**src/rtl/scalar_ladder_ctrl_pkg.sv**
```systemverilog
// -----------------------------------------------------------------------------
// scalar_ladder_ctrl_pkg
//   Shared constants for the scalar-multiply ladder controller:
//   - default scalar width and key_cnt width
//   - key_state encodings reported by the key scanner
//   - FSM state encodings for scalar_ladder_ctrl (also exposed on dbg_state)
// -----------------------------------------------------------------------------
package scalar_ladder_ctrl_pkg;

  localparam int N_DEFAULT  = 233;
  localparam int CW_DEFAULT = 8;

  // key_state encodings from the scanner
  localparam logic [1:0] KEY_NORMAL  = 2'b00;
  localparam logic [1:0] KEY_IS_ZERO = 2'b01;
  localparam logic [1:0] KEY_IS_ONE  = 2'b11;

  // FSM state encodings
  localparam int ST_W = 4;
  localparam logic [ST_W-1:0] ST_IDLE        = 4'd0;
  localparam logic [ST_W-1:0] ST_CHECK       = 4'd1;
  localparam logic [ST_W-1:0] ST_JUDGE0      = 4'd2;
  localparam logic [ST_W-1:0] ST_JUDGE1      = 4'd3;
  localparam logic [ST_W-1:0] ST_JUDGE2      = 4'd4;
  localparam logic [ST_W-1:0] ST_FIND_WAIT   = 4'd5;
  localparam logic [ST_W-1:0] ST_INIT_WAIT   = 4'd6;
  localparam logic [ST_W-1:0] ST_SCAN_W1     = 4'd7;
  localparam logic [ST_W-1:0] ST_SCAN_W2     = 4'd8;
  localparam logic [ST_W-1:0] ST_SCAN_SAMPLE = 4'd9;
  localparam logic [ST_W-1:0] ST_STEP_WAIT   = 4'd10;

endpackage

```
**src/rtl/scalar_ladder_ctrl_if.sv**
```systemverilog
// -----------------------------------------------------------------------------
// scalar_ladder_ctrl_if
//   Bundles the command, key-scanner and ladder-datapath signals of the
//   scalar ladder controller.
//
//   Handshake semantics: every strobe here (start, key_load, key_check,
//   keyfind_en, keyscan_en, ladder_init_start, ladder_step_start,
//   ladder_done, done) is a single-cycle pulse sampled on the rising clock
//   edge; there is no back-pressure. A pulse is consumed in the cycle it is
//   high or is dropped if the receiver is not waiting for it. Levels
//   (key_state, key_first_found, ki, key_cnt, ladder_bit, busy, res_inf,
//   res_p) are valid whenever the owner's protocol says so and are held
//   otherwise.
//
//   master : the controller (scalar_ladder_ctrl)
//   slave  : the environment (command source, key scanner, ladder datapath)
// -----------------------------------------------------------------------------
interface scalar_ladder_ctrl_if
  import scalar_ladder_ctrl_pkg::*;
#(
  parameter int CW = CW_DEFAULT
);
  // command side
  logic          start;
  logic          busy;
  logic          done;
  logic          res_inf;
  logic          res_p;
  // key scanner side
  logic          key_load;
  logic          key_check;
  logic          keyfind_en;
  logic          keyscan_en;
  logic [1:0]    key_state;
  logic          key_first_found;
  logic          ki;
  logic [CW-1:0] key_cnt;
  // ladder datapath side
  logic          ladder_init_start;
  logic          ladder_step_start;
  logic          ladder_bit;
  logic          ladder_done;

  modport master (
    input  start, key_state, key_first_found, ki, key_cnt, ladder_done,
    output busy, done, res_inf, res_p,
    output key_load, key_check, keyfind_en, keyscan_en,
    output ladder_init_start, ladder_step_start, ladder_bit
  );

  modport slave (
    output start, key_state, key_first_found, ki, key_cnt, ladder_done,
    input  busy, done, res_inf, res_p,
    input  key_load, key_check, keyfind_en, keyscan_en,
    input  ladder_init_start, ladder_step_start, ladder_bit
  );

endinterface

```
**src/rtl/scalar_ladder_ctrl_ladder_cmd_pulse.sv**
```systemverilog
// -----------------------------------------------------------------------------
// ladder_cmd_pulse
//   Registered single-cycle strobe generator for the ladder datapath, plus
//   the ladder_bit hold register. ladder_bit is captured together with the
//   step strobe and held until the next step is issued, so it stays stable
//   for the whole datapath operation.
//
//   Ports:
//     CLK, RST          clock, asynchronous active-high reset
//     fire_init         request an init strobe next cycle
//     fire_step         request a step strobe next cycle
//     bit_in            scalar bit to present with the step
//     init_start        registered ladder_init_start pulse
//     step_start        registered ladder_step_start pulse
//     ladder_bit        held scalar bit for the current step
// -----------------------------------------------------------------------------
module ladder_cmd_pulse (
  input  logic CLK,
  input  logic RST,
  input  logic fire_init,
  input  logic fire_step,
  input  logic bit_in,
  output logic init_start,
  output logic step_start,
  output logic ladder_bit
);

  always_ff @(posedge CLK or posedge RST) begin
    if (RST) begin
      init_start <= 1'b0;
      step_start <= 1'b0;
      ladder_bit <= 1'b0;
    end else begin
      init_start <= fire_init;
      step_start <= fire_step;
      if (fire_step) begin
        ladder_bit <= bit_in;
      end
    end
  end

endmodule

```
**src/rtl/scalar_ladder_ctrl.sv**
```systemverilog
// -----------------------------------------------------------------------------
// scalar_ladder_ctrl
//   Sequences one Montgomery-ladder scalar multiply: loads and classifies the
//   scalar through the key scanner, searches for the leading one, issues the
//   ladder init, then one ladder step per remaining scalar bit. Scalars 0 and
//   1 finish without any point operation and are flagged via res_inf/res_p.
//
//   Ports:
//     CLK        system clock (rising edge)
//     RST        asynchronous active-high reset; aborts any operation
//     bus        scalar_ladder_ctrl_if.master (command, scanner, datapath)
//     dbg_state  current FSM state (encodings in scalar_ladder_ctrl_pkg)
// -----------------------------------------------------------------------------
module scalar_ladder_ctrl
  import scalar_ladder_ctrl_pkg::*;
#(
  parameter int N  = N_DEFAULT,
  parameter int CW = CW_DEFAULT
) (
  input  logic               CLK,
  input  logic               RST,
  scalar_ladder_ctrl_if.master bus,
  output logic [ST_W-1:0]    dbg_state
);

  // key_cnt reaching N means every scalar bit has been consumed
  localparam logic [CW-1:0] N_CNT = CW'(N);

  logic [ST_W-1:0] state_q;
  logic [ST_W-1:0] state_d;

  logic key_load_q;
  logic key_check_q;
  logic keyfind_q;
  logic keyscan_q;
  logic done_q;
  logic busy_q;
  logic res_inf_q;
  logic res_p_q;

  logic accept;
  logic judge_zero;
  logic judge_one;
  logic judge_norm;
  logic op_done;
  logic all_bits;
  logic fire_init;
  logic fire_step;
  logic finish;

  // start is only honoured in IDLE, which also makes it win over any
  // stray ladder_done arriving in the same cycle
  assign accept     = (state_q == ST_IDLE) && bus.start;
  assign judge_zero = (state_q == ST_JUDGE2) && (bus.key_state == KEY_IS_ZERO);
  assign judge_one  = (state_q == ST_JUDGE2) && (bus.key_state == KEY_IS_ONE);
  // any other key_state code is treated as an ordinary scalar
  assign judge_norm = (state_q == ST_JUDGE2) && !judge_zero && !judge_one;
  // ladder_done only counts while a datapath op is outstanding
  assign op_done    = ((state_q == ST_INIT_WAIT) || (state_q == ST_STEP_WAIT))
                      && bus.ladder_done;
  assign all_bits   = (bus.key_cnt == N_CNT);
  assign fire_init  = (state_q == ST_FIND_WAIT) && bus.key_first_found;
  // the scanner needs one cycle to leave idle and one to register ki, so ki
  // is sampled in the third cycle after the scan request
  assign fire_step  = (state_q == ST_SCAN_SAMPLE);
  assign finish     = judge_zero || judge_one || (op_done && all_bits);

  always_comb begin
    state_d = state_q;
    case (state_q)
      ST_IDLE:        if (accept) state_d = ST_CHECK;
      ST_CHECK:       state_d = ST_JUDGE0;
      ST_JUDGE0:      state_d = ST_JUDGE1;
      ST_JUDGE1:      state_d = ST_JUDGE2;
      ST_JUDGE2:      state_d = judge_norm ? ST_FIND_WAIT : ST_IDLE;
      ST_FIND_WAIT:   if (bus.key_first_found) state_d = ST_INIT_WAIT;
      ST_INIT_WAIT,
      ST_STEP_WAIT:   if (bus.ladder_done) state_d = all_bits ? ST_IDLE : ST_SCAN_W1;
      ST_SCAN_W1:     state_d = ST_SCAN_W2;
      ST_SCAN_W2:     state_d = ST_SCAN_SAMPLE;
      ST_SCAN_SAMPLE: state_d = ST_STEP_WAIT;
      default:        state_d = ST_IDLE;
    endcase
  end

  always_ff @(posedge CLK or posedge RST) begin
    if (RST) begin
      state_q     <= ST_IDLE;
      key_load_q  <= 1'b0;
      key_check_q <= 1'b0;
      keyfind_q   <= 1'b0;
      keyscan_q   <= 1'b0;
      done_q      <= 1'b0;
      busy_q      <= 1'b0;
      res_inf_q   <= 1'b0;
      res_p_q     <= 1'b0;
    end else begin
      state_q     <= state_d;
      key_load_q  <= accept;
      key_check_q <= (state_q == ST_CHECK);
      keyfind_q   <= judge_norm;
      // next scan request lands the cycle after ladder_done at the earliest
      keyscan_q   <= op_done && !all_bits;
      done_q      <= finish;

      if (accept) begin
        busy_q <= 1'b1;
      end else if (finish) begin
        busy_q <= 1'b0;
      end

      if (accept) begin
        res_inf_q <= 1'b0;
        res_p_q   <= 1'b0;
      end else begin
        if (judge_zero) res_inf_q <= 1'b1;
        if (judge_one)  res_p_q   <= 1'b1;
      end
    end
  end

  logic init_start_w;
  logic step_start_w;
  logic ladder_bit_w;

  ladder_cmd_pulse u_cmd (
    .CLK        (CLK),
    .RST        (RST),
    .fire_init  (fire_init),
    .fire_step  (fire_step),
    .bit_in     (bus.ki),
    .init_start (init_start_w),
    .step_start (step_start_w),
    .ladder_bit (ladder_bit_w)
  );

  assign bus.key_load          = key_load_q;
  assign bus.key_check         = key_check_q;
  assign bus.keyfind_en        = keyfind_q;
  assign bus.keyscan_en        = keyscan_q;
  assign bus.done              = done_q;
  assign bus.busy              = busy_q;
  assign bus.res_inf           = res_inf_q;
  assign bus.res_p             = res_p_q;
  assign bus.ladder_init_start = init_start_w;
  assign bus.ladder_step_start = step_start_w;
  assign bus.ladder_bit        = ladder_bit_w;
  assign dbg_state             = state_q;

endmodule

```
**src/flat_wrapper.sv**
```systemverilog
// flat-port wrapper written by rule: the top's interface ports become plain ports
module scalar_ladder_ctrl_flat import scalar_ladder_ctrl_pkg::*;
#(
  parameter int N  = N_DEFAULT,
  parameter int CW = CW_DEFAULT
)
  (CLK, RST, dbg_state, bus_start, bus_key_state, bus_key_first_found, bus_ki, bus_key_cnt, bus_ladder_done, bus_busy, bus_done, bus_res_inf, bus_res_p, bus_key_load, bus_key_check, bus_keyfind_en, bus_keyscan_en, bus_ladder_init_start, bus_ladder_step_start, bus_ladder_bit);
  scalar_ladder_ctrl_if #(.CW(CW)) bus_i ();
  input  logic CLK;
  input  logic RST;
  output logic [ST_W-1:0] dbg_state;
  input wire logic [$bits(bus_i.start)-1:0] bus_start;
  input wire logic [$bits(bus_i.key_state)-1:0] bus_key_state;
  input wire logic [$bits(bus_i.key_first_found)-1:0] bus_key_first_found;
  input wire logic [$bits(bus_i.ki)-1:0] bus_ki;
  input wire logic [$bits(bus_i.key_cnt)-1:0] bus_key_cnt;
  input wire logic [$bits(bus_i.ladder_done)-1:0] bus_ladder_done;
  output wire logic [$bits(bus_i.busy)-1:0] bus_busy;
  output wire logic [$bits(bus_i.done)-1:0] bus_done;
  output wire logic [$bits(bus_i.res_inf)-1:0] bus_res_inf;
  output wire logic [$bits(bus_i.res_p)-1:0] bus_res_p;
  output wire logic [$bits(bus_i.key_load)-1:0] bus_key_load;
  output wire logic [$bits(bus_i.key_check)-1:0] bus_key_check;
  output wire logic [$bits(bus_i.keyfind_en)-1:0] bus_keyfind_en;
  output wire logic [$bits(bus_i.keyscan_en)-1:0] bus_keyscan_en;
  output wire logic [$bits(bus_i.ladder_init_start)-1:0] bus_ladder_init_start;
  output wire logic [$bits(bus_i.ladder_step_start)-1:0] bus_ladder_step_start;
  output wire logic [$bits(bus_i.ladder_bit)-1:0] bus_ladder_bit;
  assign bus_i.start = bus_start;
  assign bus_i.key_state = bus_key_state;
  assign bus_i.key_first_found = bus_key_first_found;
  assign bus_i.ki = bus_ki;
  assign bus_i.key_cnt = bus_key_cnt;
  assign bus_i.ladder_done = bus_ladder_done;
  assign bus_busy = bus_i.busy;
  assign bus_done = bus_i.done;
  assign bus_res_inf = bus_i.res_inf;
  assign bus_res_p = bus_i.res_p;
  assign bus_key_load = bus_i.key_load;
  assign bus_key_check = bus_i.key_check;
  assign bus_keyfind_en = bus_i.keyfind_en;
  assign bus_keyscan_en = bus_i.keyscan_en;
  assign bus_ladder_init_start = bus_i.ladder_init_start;
  assign bus_ladder_step_start = bus_i.ladder_step_start;
  assign bus_ladder_bit = bus_i.ladder_bit;
  scalar_ladder_ctrl #(.N(N), .CW(CW)) u_core (.CLK(CLK), .RST(RST), .bus(bus_i), .dbg_state(dbg_state));
endmodule
```
**config.mk**
```make
export PLATFORM = sky130hd
export DESIGN_NAME = scalar_ladder_ctrl_flat
export DESIGN_NICKNAME = d
export VERILOG_FILES = /design/src/rtl/scalar_ladder_ctrl_pkg.sv /design/src/rtl/scalar_ladder_ctrl_if.sv /design/src/rtl/scalar_ladder_ctrl_ladder_cmd_pulse.sv /design/src/rtl/scalar_ladder_ctrl.sv /design/src/flat_wrapper.sv
export SDC_FILE = /design/constraint.sdc
export NUM_CORES = 1
export LEC_CHECK = 0
export ABC_AREA = 1
export BUFFER_PORTS_ARGS = -buffer_cell sky130_fd_sc_hd__buf_2
export CAP_MARGIN = 20
export CORE_ASPECT_RATIO = 1.1
export CORE_MARGIN = 3
export CORE_UTILIZATION = 42
export CTS_CLUSTER_SIZE = 8
export DETAILED_ROUTE_END_ITERATION = 12
export GPL_TIMING_DRIVEN = 0
export PLACE_DENSITY = 0.84
export SYNTH_ARGS = -nofsm -noshare
export SYNTH_HDL_FRONTEND = slang
export SYNTH_SLANG_ARGS = --single-unit
```
**constraint.sdc**
```tcl
create_clock -name CLK -period 1.1 [get_ports CLK]
set_input_delay 0.22 -clock CLK [delete_from_list [all_inputs] [get_ports CLK]]
set_output_delay 0.22 -clock CLK [all_outputs]
set_load 0.05 [all_outputs]
```
### Word level (Yosys, flattened, before mapping)

Index checks and enable logic that the tools add are counted.

| word-level totals | value |
|---|---|
| bits in registers | 15 |
| input bits | 16 |
| logic and storage cells | 61 |

| cells by class | value |
|---|---|
| eq/ne operators | 16 |
| muxes and demuxes | 12 |
| reduce and logical (&&, ||, !) cells | 21 |

Operators with widths:

| operator | count |
|---|---|
| case mux 4 bit (10 select lines) | 1 |
| equality test 4 x 3 -> 1 bit, second input constant | 4 |
| equality test 4 bit, second input constant | 3 |
| two-way mux 4 bit | 3 |
| logical AND 1 bit | 9 |
| equality test 4 x 2 -> 1 bit, second input constant | 2 |
| equality test 8 bit, second input constant | 1 |
| two-way mux 1 bit | 6 |
| two-way mux 3 bit | 2 |
| nonzero test 2 bit | 3 |
| equality test 4 x 1 -> 1 bit, second input constant | 1 |
| logical NOT 4 bit | 1 |
| != test 2 bit, second input constant | 2 |
| logical NOT 1 bit | 3 |
| logical OR 1 bit | 3 |
| AND reduction 3 bit | 1 |
| equality test 2 x 1 -> 1 bit, second input constant | 1 |
| equality test 2 bit, second input constant | 1 |
| != test 2 x 1 -> 1 bit, second input constant | 1 |
| OR reduction 2 bit | 1 |

### Logic depth before layout (Yosys ltp)

| depth | value |
|---|---|
| depth after elaboration | 7 |
| gate-level depth with buffers | 8 |

### By module

A second synthesis with hierarchy kept.

| unflattened totals | value |
|---|---|
| cells, all modules | 109 |
| area total of the unflattened synthesis | 790.8 µm² |

By module, submodules not included:

| module | instances | cells each | area an instance (µm²) |
|---|---|---|---|
| scalar_ladder_ctrl | 1 | 101 | 696.9 |
| ladder_cmd_pulse | 1 | 8 | 93.8 |

### Worst setup path before layout

Ideal clock, no wire load.

| path | value |
|---|---|
| kind | register to register |
| from | reg u_core.state_q[1] (netlist: u_core.dbg_state[1]) |
| to | reg u_core.u_cmd.ladder_bit |
| setup time | 128 ps |
| data arrival time | 1372 ps |
| path slack | -399 ps |
| stages on the path, launching flop included | 5 |
| path buffers | 0 |
| path through | dfrtp_1 -> inv_1 -> nand2_2 -> nor2_1 -> mux2_1 |

| on the way | value |
|---|---|
| cells in the longest elaborated chain, start to end | 1 |

RTL lines:

| item | RTL line | text |
|---|---|---|
| start, declared | scalar_ladder_ctrl.sv:29 | `logic [ST_W-1:0] state_q;` |
| start signal, assigned | scalar_ladder_ctrl.sv:98 | `state_q <= state_d;` |
| equality test 4 bit | scalar_ladder_ctrl.sv:65 | `assign fire_step = (state_q == ST_SCAN_SAMPLE);` |
| net u_core.fire_step | scalar_ladder_ctrl.sv:48 | `logic fire_step;` |
| end signal, assigned | scalar_ladder_ctrl_ladder_cmd_pulse.sv:37 | `ladder_bit <= bit_in;` |
| end, declared | scalar_ladder_ctrl_ladder_cmd_pulse.sv:25 | `output logic ladder_bit` |

The timed path passes the listed nets, and every way through them passes these cells.
A chain may end at the register's enable or synchronous reset.

### Worst setup path after layout

| path | value |
|---|---|
| from | reg u_core.state_q[2] (netlist: u_core.dbg_state[2]) |
| to | reg u_core.state_q[0] (netlist: u_core.dbg_state[0]) |

| on the way | value |
|---|---|
| cells in the longest elaborated chain, start to end | 7 |
| elaborated cells on any way between the ends | 25 |

RTL lines:

| item | RTL line | text |
|---|---|---|
| equality test 4 x 3 -> 1 bit | n/a |  |
| logical AND 1 bit | scalar_ladder_ctrl.sv:54 | `assign judge_zero = (state_q == ST_JUDGE2) && (bus.key_state == KEY_IS_ZERO);` |
| logical NOT 1 bit | scalar_ladder_ctrl.sv:57 | `assign judge_norm = (state_q == ST_JUDGE2) && !judge_zero && !judge_one;` |
| logical AND 1 bit (2 in series) | scalar_ladder_ctrl.sv:57 |  |
| two-way mux 3 bit | scalar_ladder_ctrl.sv:75 | `ST_JUDGE2: state_d = judge_norm ? ST_FIND_WAIT : ST_IDLE;` |
| case mux 4 bit (10 select lines) | scalar_ladder_ctrl.sv:70 | `case (state_q)` |

Several ways; a longest one is shown, not always the timed one.

==> results.py <==
metrics = {
    "yosys": {
        "syn_nets": 120,
        "synth_top_area_cell": "dfrtp_1",
        "yosysUniqueCellTypes": 15,
        "ys_warn_count": 0,
        "seq_area_frac_synth": 0.477,
        "postSynthCellCount": 104,
        "synth_area_leaders": "dfrtp_1 48%, nand2_1 15%, inv_1 6.7%",
        "synth_top_area_frac": 0.477,
        "syn_avg_cell_area_um2": 7.57,
        "synthesis.area_um2": 787,
        "synth_seq_cells": 15,
    },
    "cts": {
        "clk_pin_slew_ps": 90,
        "clock_latency_ps": 290,
        "cts-htree-levels": 1,
        "cts.sinks": 15,
        "cts-buffers-inserted": 3,
        "cts_tree": "yes",
        "root_buffer": "clkbuf_4",
        "clock_path_buffers": 2,
    },
    "route": {
        "wirelength_mm": 1.98,
        "drtAntennaViolNets": 0,
        "drc_errors": 0,
        "vias": 777,
        "post_drt_wl_per_cell_um": 12.5,
        "vias_per_cell": 4.92,
        "drt_iter0_drc": 24,
        "firstDrtPassIters": 4,
    },
    "timing": {
        "finalSetupViolCount": 14,
        "tightest_slew_ps": 318,
        "finalHoldViolCount": 0,
        "worst_slack_ps": -189,
        "period_share": 1.17,
        "period_minus_slack_ps": 1290,
        "timing.fmax_mhz": 776,
        "relSlewSlack": 0.788,
        "timing.final.max_slew_violations": 0,
        "fin_skew_ps": 6.07,
        "grt_setup_unrepaired": "yes",
        "holdWs_ps": 153,
    },
    "setup_path": {
        "critical_path_required_ps": 1290,
        "end_kind": "flop",
        "path_max_fanout": 6,
        "start_kind": "flop",
        "worstPathArrival_ps": 1480,
        "critPathKind": "reg -> reg",
    },
    "floorplan": {
        "core_um2": 1670,
        "die_h_um": 51.4,
        "rows": 15,
        "die_x_um": 47.3,
        "num_io_pins": 31,
        "start_util": 0.471,
        "die_area_um2": 2430,
    },
    "status": {
        "violations": "setup timing",
        "status": "finished, violations left",
    },
    "global_route": {
        "grt_overflow": 0,
        "grt_pass1_vias": 725,
        "antenna_found_initial": 0,
        "grt_use_total": 0.162,
        "grt_max_degree": 16,
        "grt_pass1_wl_mm": 2.80,
    },
    "final_layout": {
        "multi_input_area_um2": 422,
        "nets": 158,
        "seqCellArea_um2": 383,
        "layout-area-overhead-vs-synth_pct": 49.6,
        "diodes": 0,
        "drive_above_1_share": 0.504,
        "fillers": 114,
    },
    "placement": {
        "dp_hpwl_mm": 1.33,
        "place_congestion": 0.775,
        "portBuffers": 30,
    },
    "pwr": {
        "totalPowerFinal_w": 0.00355,
        "ir_drop_mv": 1.46,
        "power_density_nw_per_um2": 3020,
        "leakagePower_nw": 0.646,
    },
    "flow_run": {
        "cap_violations": 0,
    },
    "min_path": {
        "min_path_type": "in -> reg",
    },
}
critical path, cell delays in order (launching register included):
cell and delay, ps:
dfrtp_4 560, nor2_1 200, nand3_1 180, nand2_2 110, nor2_2 50, nand2_1 50, nand2_1 50
worst paths after layout:
| check | from | endpoint | slack (ps) | cells after the start |
|---|---|---|---|---|
| hold reg to reg | u_core.bus.res_inf | u_core.bus.res_inf | 530 | 1 |
| setup / recovery | u_core.dbg_state[2] | u_core.dbg_state[0] | -190 | 6 |
| max in group asynchronous | RST | u_core.dbg_state[2] | 430 | 3 |
| setup reg to reg | u_core.dbg_state[2] | u_core.dbg_state[0] | -190 | 6 |
| hold / removal | bus_key_state[0] | u_core.bus.keyfind_en | 150 | 2 |
| min in group asynchronous | RST | u_core.u_cmd.init_start | 430 | 3 |
synth_stat cells:
cell type	number
dfrtp_1	15
nand2_2	5
nor3_1	1
mux2_1	1
nor2_2	6
a21oi_1	3
inv_2	4
nand3_1	5
nand3_2	1
inv_1	14
nor3_2	1
o21a_1	1
nand2_1	32
nor2_4	2
nor2_1	13
state kept, by name, summed over array words and instances (netlist names):
name / count
u_core.u_cmd.step_start: 1
u_core.bus.done: 1
u_core.bus.res_p: 1
u_core.bus.res_inf: 1
u_core.u_cmd.init_start: 1
u_core.bus.key_check: 1
u_core.bus.keyscan_en: 1
u_core.dbg_state: 4
u_core.bus.busy: 1
u_core.u_cmd.ladder_bit: 1
u_core.bus.keyfind_en: 1
u_core.bus.key_load: 1
kinds of logic (layout without fill, tap and decap cells):
group           count (synthesis)  after routing  share of synthesized area
simple gates                   66             66                      0.394
buf+inv                        18             55                     0.0858
compound gates                  4              4                     0.0286
mux                             1              1                     0.0143
flops                          15             15                      0.477
power by group:
| part | total (W) | switching, W | internal (W) |
|---|---|---|---|
| clock network | 0.000323 | 0.000182 | 0.000141 |
| logic | 0.00222 | 0.00145 | 0.000773 |
| registers | 0.00101 | 0.000262 | 0.000750 |
| total | 0.00355 | 0.00189 | 0.00166 |
cells in the final DEF (no fill, tap or decap), drive strengths merged:
cell,n
clkbuf,4
nor2,21
nand2,37
nor3,2
nand3,6
clkinvlp,1
dfrtp,15
mux2,1
buf,32
inv,17
a21oi,3
o21a,1
dlygate4sd3,1
through the flow:
step	setup slack (ps)	instance area, um2	utilization	TNS [ps]	instances
2_1_floorplan	-157	828	-	-1060	104
4_1_cts	-131	1110	0.664	-1150	157
5_1_grt	-253	1180	0.705	-2160	158
6_report	-189	1180	0.705	-1530	158
3_3_place_gp	-125	1000	0.599	-519	151
3_5_place_dp	-154	1000	0.599	-726	151
per-layer routing:
layer	global-route usage	routed length (um)
met1	0.171	782
met2	0.270	1040
met3	0.0317	115
met4	0.120	46
met5	0	0
final cells by class:
cell class,instances,area share
Inverter,18,0.0670
Multi-Input combinational cell,71,0.358
Timing Repair Buffer,33,0.209
Tap cell,17,0.0181
Sequential cell,15,0.325
Clock buffer,4,0.0223
timing repair:
action / in CTS / in global routing
buffers inserted: 1 / 1
setup endpoints to repair: 19 / 25
pin swaps: 2 / 6
hold endpoints to repair: 15 / 0
hold buffers: 1 / 0
resized for setup: 23 / 23
Note: power is estimated with default switching activity, not from simulation.
